<file path="src/rtl/alu_pkg.sv">
// Shared opcode/state types for the sequential ALU and its iterative multiply/divide unit.
package alu_pkg;

   typedef enum logic [3:0] {
      OP_ADD   = 4'h0,
      OP_SUB   = 4'h1,
      OP_AND   = 4'h2,
      OP_OR    = 4'h3,
      OP_XOR   = 4'h4,
      OP_SLTU  = 4'h5,
      OP_SLL   = 4'h6,
      OP_SLT   = 4'h7,
      OP_SRL   = 4'h8,
      OP_SRA   = 4'h9,
      OP_MUL   = 4'hA,
      OP_MULHU = 4'hB,
      OP_DIVU  = 4'hC,
      OP_REMU  = 4'hD,
      OP_ILL_E = 4'hE,
      OP_ILL_F = 4'hF
   } op_t;

   typedef enum logic [1:0] {
      IDLE = 2'd0,
      BUSY = 2'd1,
      DONE = 2'd2
   } state_t;

   function automatic logic is_multicycle(op_t op);
      return (op == OP_MUL) || (op == OP_MULHU) || (op == OP_DIVU) || (op == OP_REMU);
   endfunction

endpackage

</file>
<file path="src/rtl/seq_alu_if.sv">
// Request/response bundle between register-read, the sequential ALU and writeback.
interface seq_alu_if #(
   parameter int WIDTH = 32
);
   logic             in_valid;
   logic             in_ready;
   logic [3:0]       op;
   logic [WIDTH-1:0] src_a;
   logic [WIDTH-1:0] src_b;
   logic             flush;
   logic             out_valid;
   logic             out_ready;
   logic [WIDTH-1:0] result;
   logic             zero;
   logic             carry;
   logic             overflow;
   logic             illegal;

   modport master (
      output in_valid, op, src_a, src_b, flush, out_ready,
      input  in_ready, out_valid, result, zero, carry, overflow, illegal
   );

   modport slave (
      input  in_valid, op, src_a, src_b, flush, out_ready,
      output in_ready, out_valid, result, zero, carry, overflow, illegal
   );
endinterface

</file>
<file path="src/rtl/seq_muldiv_unit.sv">
// Iterative unsigned multiply (shift-add) and divide (restoring), one step per cycle.
module seq_muldiv_unit
   import alu_pkg::*;
#(
   parameter int WIDTH = 32
) (
   input  logic             clk,
   input  logic             rst_n,
   input  logic             start,
   input  op_t              op,
   input  logic [WIDTH-1:0] a,
   input  logic [WIDTH-1:0] b,
   input  logic             flush,
   output logic             busy,
   output logic             done,
   output logic [WIDTH-1:0] result
);
   localparam int CW = $clog2(WIDTH) + 1;

   logic [CW-1:0]    cnt_q, cnt_d;
   logic [WIDTH-1:0] hi_q, hi_d, lo_q, lo_d, b_q, b_d;
   op_t              op_q, op_d;
   logic [WIDTH:0]   sum, rem_sh, diff;
   logic             ge;

   assign busy = (cnt_q != '0);

   // hi/lo hold {product high, multiplier} for MUL and {remainder, dividend/quotient} for DIV
   always_comb begin
      sum    = {1'b0, hi_q} + (lo_q[0] ? {1'b0, b_q} : '0);
      rem_sh = {hi_q, lo_q[WIDTH-1]};
      diff   = rem_sh - {1'b0, b_q};
      ge     = (rem_sh >= {1'b0, b_q});
      cnt_d  = cnt_q;
      hi_d   = hi_q;
      lo_d   = lo_q;
      b_d    = b_q;
      op_d   = op_q;
      if (flush) begin
         cnt_d = '0;
      end else if (start) begin
         cnt_d = CW'(WIDTH);
         hi_d  = '0;
         lo_d  = a;
         b_d   = b;
         op_d  = op;
      end else if (busy) begin
         cnt_d = cnt_q - CW'(1);
         if ((op_q == OP_MUL) || (op_q == OP_MULHU)) begin
            {hi_d, lo_d} = {sum, lo_q[WIDTH-1:1]};
         end else begin
            hi_d = ge ? diff[WIDTH-1:0] : rem_sh[WIDTH-1:0];
            lo_d = {lo_q[WIDTH-2:0], ge};
         end
      end
      done   = busy && !flush && (cnt_q == CW'(1));
      result = ((op_q == OP_MUL) || (op_q == OP_DIVU)) ? lo_d : hi_d;
   end

   always_ff @(posedge clk or negedge rst_n) begin
      if (!rst_n) begin
         cnt_q <= '0;
         hi_q  <= '0;
         lo_q  <= '0;
         b_q   <= '0;
         op_q  <= OP_ADD;
      end else begin
         cnt_q <= cnt_d;
         hi_q  <= hi_d;
         lo_q  <= lo_d;
         b_q   <= b_d;
         op_q  <= op_d;
      end
   end

endmodule

</file>
<file path="src/rtl/seq_alu.sv">
// Handshaked ALU: single-cycle arithmetic/logic/shift datapath plus optional iterative MUL/DIV.
module seq_alu
   import alu_pkg::*;
#(
   parameter  int WIDTH     = 32,
   parameter  bit MULDIV_EN = 1'b1,
   localparam int SHW       = $clog2(WIDTH)
) (
   input  logic      clk,
   input  logic      rst_n,
   seq_alu_if.slave  bus
);
   state_t           state_q, state_d;
   logic [WIDTH-1:0] result_q, result_d;
   logic             zero_q, zero_d, carry_q, carry_d, overflow_q, overflow_d, illegal_q, illegal_d;

   op_t              op_in;
   logic [WIDTH-1:0] a, b;
   logic [SHW-1:0]   shamt;
   logic [WIDTH:0]   add_w, sub_w;
   logic [WIDTH-1:0] sc_result, ld_result, md_result;
   logic             sc_carry, sc_ov, ld_carry, ld_ov, ld_ill;
   logic             illegal_op, div_zero, in_ready_w, accept, start_md, md_flush, md_busy, md_done;

   assign op_in = op_t'(bus.op);
   assign a     = bus.src_a;
   assign b     = bus.src_b;
   assign shamt = b[SHW-1:0];

   assign illegal_op = (op_in == OP_ILL_E) || (op_in == OP_ILL_F) || (is_multicycle(op_in) && !MULDIV_EN);
   assign div_zero   = ((op_in == OP_DIVU) || (op_in == OP_REMU)) && (b == '0) && MULDIV_EN;
   // a flush in DONE also blocks the back-to-back accept
   assign in_ready_w = ((state_q == IDLE) && !md_busy) ||
                       ((state_q == DONE) && bus.out_ready && !bus.flush);
   assign accept     = bus.in_valid && in_ready_w;
   assign start_md   = accept && is_multicycle(op_in) && !illegal_op && !div_zero;
   assign md_flush   = bus.flush && (state_q != IDLE);

   always_comb begin
      add_w     = {1'b0, a} + {1'b0, b};
      sub_w     = {1'b0, a} + {1'b0, ~b} + {{WIDTH{1'b0}}, 1'b1};
      sc_result = '0;
      sc_carry  = 1'b0;
      sc_ov     = 1'b0;
      case (op_in)
         OP_ADD: begin
            sc_result = add_w[WIDTH-1:0];
            sc_carry  = add_w[WIDTH];
            sc_ov     = (a[WIDTH-1] == b[WIDTH-1]) && (add_w[WIDTH-1] != a[WIDTH-1]);
         end
         OP_SUB: begin
            sc_result = sub_w[WIDTH-1:0];
            sc_carry  = sub_w[WIDTH];
            sc_ov     = (a[WIDTH-1] == ~b[WIDTH-1]) && (sub_w[WIDTH-1] != a[WIDTH-1]);
         end
         OP_AND:  sc_result = a & b;
         OP_OR:   sc_result = a | b;
         OP_XOR:  sc_result = a ^ b;
         OP_SLTU: sc_result = {{(WIDTH-1){1'b0}}, (a < b)};
         OP_SLT:  sc_result = {{(WIDTH-1){1'b0}}, ($signed(a) < $signed(b))};
         OP_SLL:  sc_result = a << shamt;
         OP_SRL:  sc_result = a >> shamt;
         OP_SRA:  sc_result = $signed(a) >>> shamt;
         default: sc_result = '0;
      endcase

      ld_result = sc_result;
      ld_carry  = sc_carry;
      ld_ov     = sc_ov;
      ld_ill    = 1'b0;
      if (illegal_op) begin
         ld_result = '0;
         ld_carry  = 1'b0;
         ld_ov     = 1'b0;
         ld_ill    = 1'b1;
      end else if (div_zero) begin
         ld_result = (op_in == OP_DIVU) ? '1 : a;
         ld_carry  = 1'b0;
         ld_ov     = 1'b0;
      end
   end

   generate
      if (MULDIV_EN) begin : g_md
         seq_muldiv_unit #(.WIDTH(WIDTH)) u_md (
            .clk    (clk),
            .rst_n  (rst_n),
            .start  (start_md),
            .op     (op_in),
            .a      (a),
            .b      (b),
            .flush  (md_flush),
            .busy   (md_busy),
            .done   (md_done),
            .result (md_result)
         );
      end else begin : g_no_md
         assign md_busy   = 1'b0;
         assign md_done   = 1'b0;
         assign md_result = '0;
      end
   endgenerate

   // accept wins first; otherwise flush, then iterative completion, then result drain
   always_comb begin
      state_d    = state_q;
      result_d   = result_q;
      zero_d     = zero_q;
      carry_d    = carry_q;
      overflow_d = overflow_q;
      illegal_d  = illegal_q;
      if (accept) begin
         if (start_md) begin
            state_d    = BUSY;
            result_d   = '0;
            zero_d     = 1'b0;
            carry_d    = 1'b0;
            overflow_d = 1'b0;
            illegal_d  = 1'b0;
         end else begin
            state_d    = DONE;
            result_d   = ld_result;
            zero_d     = !ld_ill && (ld_result == '0);
            carry_d    = ld_carry;
            overflow_d = ld_ov;
            illegal_d  = ld_ill;
         end
      end else if ((state_q != IDLE) && bus.flush) begin
         state_d    = IDLE;
         result_d   = '0;
         zero_d     = 1'b0;
         carry_d    = 1'b0;
         overflow_d = 1'b0;
         illegal_d  = 1'b0;
      end else if ((state_q == BUSY) && md_done) begin
         state_d    = DONE;
         result_d   = md_result;
         zero_d     = (md_result == '0);
         carry_d    = 1'b0;
         overflow_d = 1'b0;
         illegal_d  = 1'b0;
      end else if ((state_q == DONE) && bus.out_ready) begin
         state_d = IDLE;
      end
   end

   always_ff @(posedge clk or negedge rst_n) begin
      if (!rst_n) begin
         state_q    <= IDLE;
         result_q   <= '0;
         zero_q     <= 1'b0;
         carry_q    <= 1'b0;
         overflow_q <= 1'b0;
         illegal_q  <= 1'b0;
      end else begin
         state_q    <= state_d;
         result_q   <= result_d;
         zero_q     <= zero_d;
         carry_q    <= carry_d;
         overflow_q <= overflow_d;
         illegal_q  <= illegal_d;
      end
   end

   assign bus.in_ready  = in_ready_w;
   assign bus.out_valid = (state_q == DONE);
   assign bus.result    = result_q;
   assign bus.zero      = zero_q;
   assign bus.carry     = carry_q;
   assign bus.overflow  = overflow_q;
   assign bus.illegal   = illegal_q;

endmodule

</file>
<file path="src/flat_wrapper.sv">
// flat-port wrapper written by rule: the top's interface ports become plain ports
module seq_alu_flat import alu_pkg::*;
#(
   parameter  int WIDTH     = 32,
   parameter  bit MULDIV_EN = 1'b1,
   localparam int SHW       = $clog2(WIDTH)
)
  (clk, rst_n, bus_in_valid, bus_op, bus_src_a, bus_src_b, bus_flush, bus_out_ready, bus_in_ready, bus_out_valid, bus_result, bus_zero, bus_carry, bus_overflow, bus_illegal);
  seq_alu_if #(.WIDTH(WIDTH)) bus_i ();
  input  logic clk;
  input  logic rst_n;
  input wire logic [$bits(bus_i.in_valid)-1:0] bus_in_valid;
  input wire logic [$bits(bus_i.op)-1:0] bus_op;
  input wire logic [$bits(bus_i.src_a)-1:0] bus_src_a;
  input wire logic [$bits(bus_i.src_b)-1:0] bus_src_b;
  input wire logic [$bits(bus_i.flush)-1:0] bus_flush;
  input wire logic [$bits(bus_i.out_ready)-1:0] bus_out_ready;
  output wire logic [$bits(bus_i.in_ready)-1:0] bus_in_ready;
  output wire logic [$bits(bus_i.out_valid)-1:0] bus_out_valid;
  output wire logic [$bits(bus_i.result)-1:0] bus_result;
  output wire logic [$bits(bus_i.zero)-1:0] bus_zero;
  output wire logic [$bits(bus_i.carry)-1:0] bus_carry;
  output wire logic [$bits(bus_i.overflow)-1:0] bus_overflow;
  output wire logic [$bits(bus_i.illegal)-1:0] bus_illegal;
  assign bus_i.in_valid = bus_in_valid;
  assign bus_i.op = bus_op;
  assign bus_i.src_a = bus_src_a;
  assign bus_i.src_b = bus_src_b;
  assign bus_i.flush = bus_flush;
  assign bus_i.out_ready = bus_out_ready;
  assign bus_in_ready = bus_i.in_ready;
  assign bus_out_valid = bus_i.out_valid;
  assign bus_result = bus_i.result;
  assign bus_zero = bus_i.zero;
  assign bus_carry = bus_i.carry;
  assign bus_overflow = bus_i.overflow;
  assign bus_illegal = bus_i.illegal;
  seq_alu #(.WIDTH(WIDTH), .MULDIV_EN(MULDIV_EN)) u_core (.clk(clk), .rst_n(rst_n), .bus(bus_i));
endmodule
</file>
<file path="config.mk">
export PLATFORM = sky130hd
export DESIGN_NAME = seq_alu_flat
export DESIGN_NICKNAME = d
export VERILOG_FILES = /design/src/rtl/alu_pkg.sv /design/src/rtl/seq_alu_if.sv /design/src/rtl/seq_muldiv_unit.sv /design/src/rtl/seq_alu.sv /design/src/flat_wrapper.sv
export SDC_FILE = /design/constraint.sdc
export NUM_CORES = 1
export LEC_CHECK = 0
export CAP_MARGIN = 10
export CORE_UTILIZATION = 30
export CTS_CLUSTER_DIAMETER = 150
export DETAILED_ROUTE_END_ITERATION = 6
export PLACE_DENSITY_LB_ADDON = 0.1
export SYNTH_ARGS = -nofsm -noshare
export SYNTH_HDL_FRONTEND = slang
export SYNTH_SLANG_ARGS = --single-unit
export TNS_END_PERCENT = 30
</file>
<file path="constraint.sdc">
create_clock -name clk -period 4.94 [get_ports clk]
set_input_delay 0.494 -clock clk [delete_from_list [all_inputs] [get_ports clk]]
set_output_delay 0.494 -clock clk [all_outputs]
set_load 0.01 [all_outputs]
</file>
==> qor.yml <==
run_status:
  status: "finished, final reports clean"
placed_design:
  hpwl_um: 101000
  place_area_sq_um: 26700
  place.gp.congestion: 1.05
  port-buffer-count: 110
yosys:
  netlist_instances: 2904
  yosysMostFrequentCell: "nand2_1"
  synth_ff_type: "dfrtp_1"
  ys_types: 92
  synthTopCellsByCount: "nand2_1, a21oi_1, nor2_1"
  synth_top_area_share: 0.169
  ys_async_sr_fraction: 1.00
  ys_seq_area_frac: 0.169
  syn_avg_cell_area_sq_um: 7.34
  netlist_area_sq_um: 21300
  ys_ff_latch: 144
  yosys_warnings: 0
  syn-num-nets: 3147
  synth_edf_count: 0
  synth_area_leaders: "dfrtp_1, ha_1, a21oi_1"
  yosysTopAreaCell: "dfrtp_1"
sta:
  fin_crit_ps: 4720
  finalSetupViolCount: 0
  setup_tns_ps: 0
  fmax_mhz: 212
  max_slew_margin: 0.369
  worstMarginPinSlew_ps: 944
  slew_violations: 0
  min_period_over_period: 0.956
  finalHoldViolations: 0
  rsz0062_at_grt: "no"
  clock-skew-final_ps: 12.0
die:
  core_sq_um: 70100
  placementRows: 97
  io_pins: 111
  die-area_sq_um: 72100
  die_h_um: 269
  start_util: 0.304
  die_x_um: 269
detailed_routing:
  wirelength_um: 123000
  dr.pass1.iters: 6
  drc: 0
  drtIter0Drc: 2730
  vias_per_cell: 5.98
  wl_per_cell_um: 28.8
  ant_nets: 0
  num_vias: 25500
cells_and_area:
  nFillCells: 7531
  layout.nets: 3553
  area_growth_syn_to_layout_pct: 28.4
  drive_gt1_frac: 0.196
  regArea_sq_um: 3600
  fin_area_sq_um: 27400
  multiInputGateArea_sq_um: 16300
critical_path:
  setup.worst_path.end_class: "register"
  start_kind: "register"
  cp_data_arrival_time_ps: 5100
  cp_max_fo: 9
  crit_required_ps: 5320
  critPathKind: "register to register"
clock_tree:
  clk_root_buffer_cell: "clkbuf_16"
  htreeDepth: 4
  path_clk_slew_ps: 70
  cts_setup_buffers: 0
  cts_tree: "done"
  cts_buffer_depth: 2
  hold_buffers: 0
  clock-sinks: 144
  cts_resized: 0
  clock_latency_ps: 450
  cts_buffers: 17
grt:
  grt_max_degree: 77
  track_usage: 0.335
  antenna_found_initial: 2
  overflow: 0
  grt_pass1_vias: 24900
  grt_first_pass_wirelength_um: 176000
power_and_ir_drop:
  vdd_drop_max_v: 0.000277
  p_leak_nw: 12.0
  p_per_area_nw_per_um2: 590
hold_path:
  hp-class: "input port to async pin"
flow_run:
  cap_violations: 0
==> path summary, 6_finish.rpt <==
path	slack, ps	to	cells after the start	startpoint
max reg2reg	220	u_core.bus.zero	18	u_core.g_md.u_md.lo_q[0]
max in group asynchronous	3740	u_core.g_md.u_md.lo_q[16]	2	rst_n
max	220	u_core.bus.zero	18	u_core.g_md.u_md.lo_q[0]
min reg2reg	490	u_core.g_md.u_md.op_q[0]	2	u_core.g_md.u_md.op_q[0]
min in group clk	490	u_core.g_md.u_md.op_q[0]	2	u_core.g_md.u_md.op_q[0]
min	90	u_core.g_md.u_md.lo_q[28]	1	rst_n
==> cell usage in the layout, fill, tap and decap left out, types with 38 or more instances in the layout <==
cell type and count:
nand2_1 335, o211ai_1 62, a21oi_1 266, and2_1 48, a211oi_1 60, mux4_2 50, buf_4 482, nor3_1 63
a21o_1 38, clkdlybuf4s50_1 104, mux2i_1 79, o21ai_0 217, nor2_1 249, inv_1 152, dfrtp_1 144, ha_1 166
xnor2_1 49, nand3_1 65
==> worst max-delay path: stages, from the launching register on <==
cell	delay [ps]
dfrtp_1	550
and2_1	190
ha_1	200
inv_1	70
fa_1	440
nand2b_1	180
a21oi_1	230
o21ai_1	290
o31ai_1	320
buf_4	180
a211oi_1	80
a21oi_1	180
xnor2_1	210
a22oi_1	170
a221o_1	370
nor4_1	360
and4b_1	290
nand4_1	170
o211ai_2	170
==> final cells by class <==
| cell class | count | area share |
|---|---|---|
| clock inverters | 14 | 0.00672 |
| inverters | 157 | 0.0215 |
| clock buffers | 18 | 0.0157 |
| multi-input cells | 2383 | 0.597 |
| diodes | 1 | 0.0000915 |
| flip-flops and latches | 144 | 0.132 |
| well taps | 940 | 0.0430 |
| repair buffers | 607 | 0.184 |
==> per-layer routing <==
layer	wire, um	track usage	up-vias
met5	13	0	-
met4	6600	0.166	2
met3	7130	0.0304	230
met2	56500	0.547	1168
met1	52400	0.443	12500
li1	-	-	11600
==> state kept, by name, indices dropped and copies added, names as in the netlist <==
signal                  flops
u_core.bus.result          32
u_core.g_md.u_md.b_q       32
u_core.g_md.u_md.hi_q      32
u_core.g_md.u_md.lo_q      32
u_core.g_md.u_md.cnt_q      6
u_core.g_md.u_md.op_q       4
u_core.state_q              2
u_core.bus.carry            1
u_core.bus.illegal          1
u_core.bus.overflow         1
u_core.bus.zero             1
==> logic make-up after synthesis <==
logic type	Yosys count	share of synthesized area
flops	144	0.169
xor+xnor	74	0.0304
buf+inv	377	0.0677
simple gates	969	0.214
mux	153	0.103
compound gates	1017	0.314
fa+ha+maj	170	0.101
==> power by group <==
group | internal [mW] | leakage, nW | total (mW) | switching [mW]
Combinational | 5.03 | 10.0 | 12.2 | 7.21
Clock | 0.804 | 0.292 | 1.41 | 0.603
Sequential | 1.82 | 1.68 | 2.48 | 0.655
Total | 7.66 | 12.0 | 16.1 | 8.47
==> stage by stage <==
step	hold slack [ps]	power (mW)	instances	utilization	worst slack (ps)
after CTS	112	16.0	4263	0.390	178
after floorplan	198	9.59	2904	-	215
after global routing	153	17.2	4263	0.390	25.8
final	89.8	16.1	4264	0.390	216
after detailed placement	478	14.5	4231	0.381	-159
after global placement	472	14.5	4231	0.381	-215
Power figures use the tool's default switching activity.
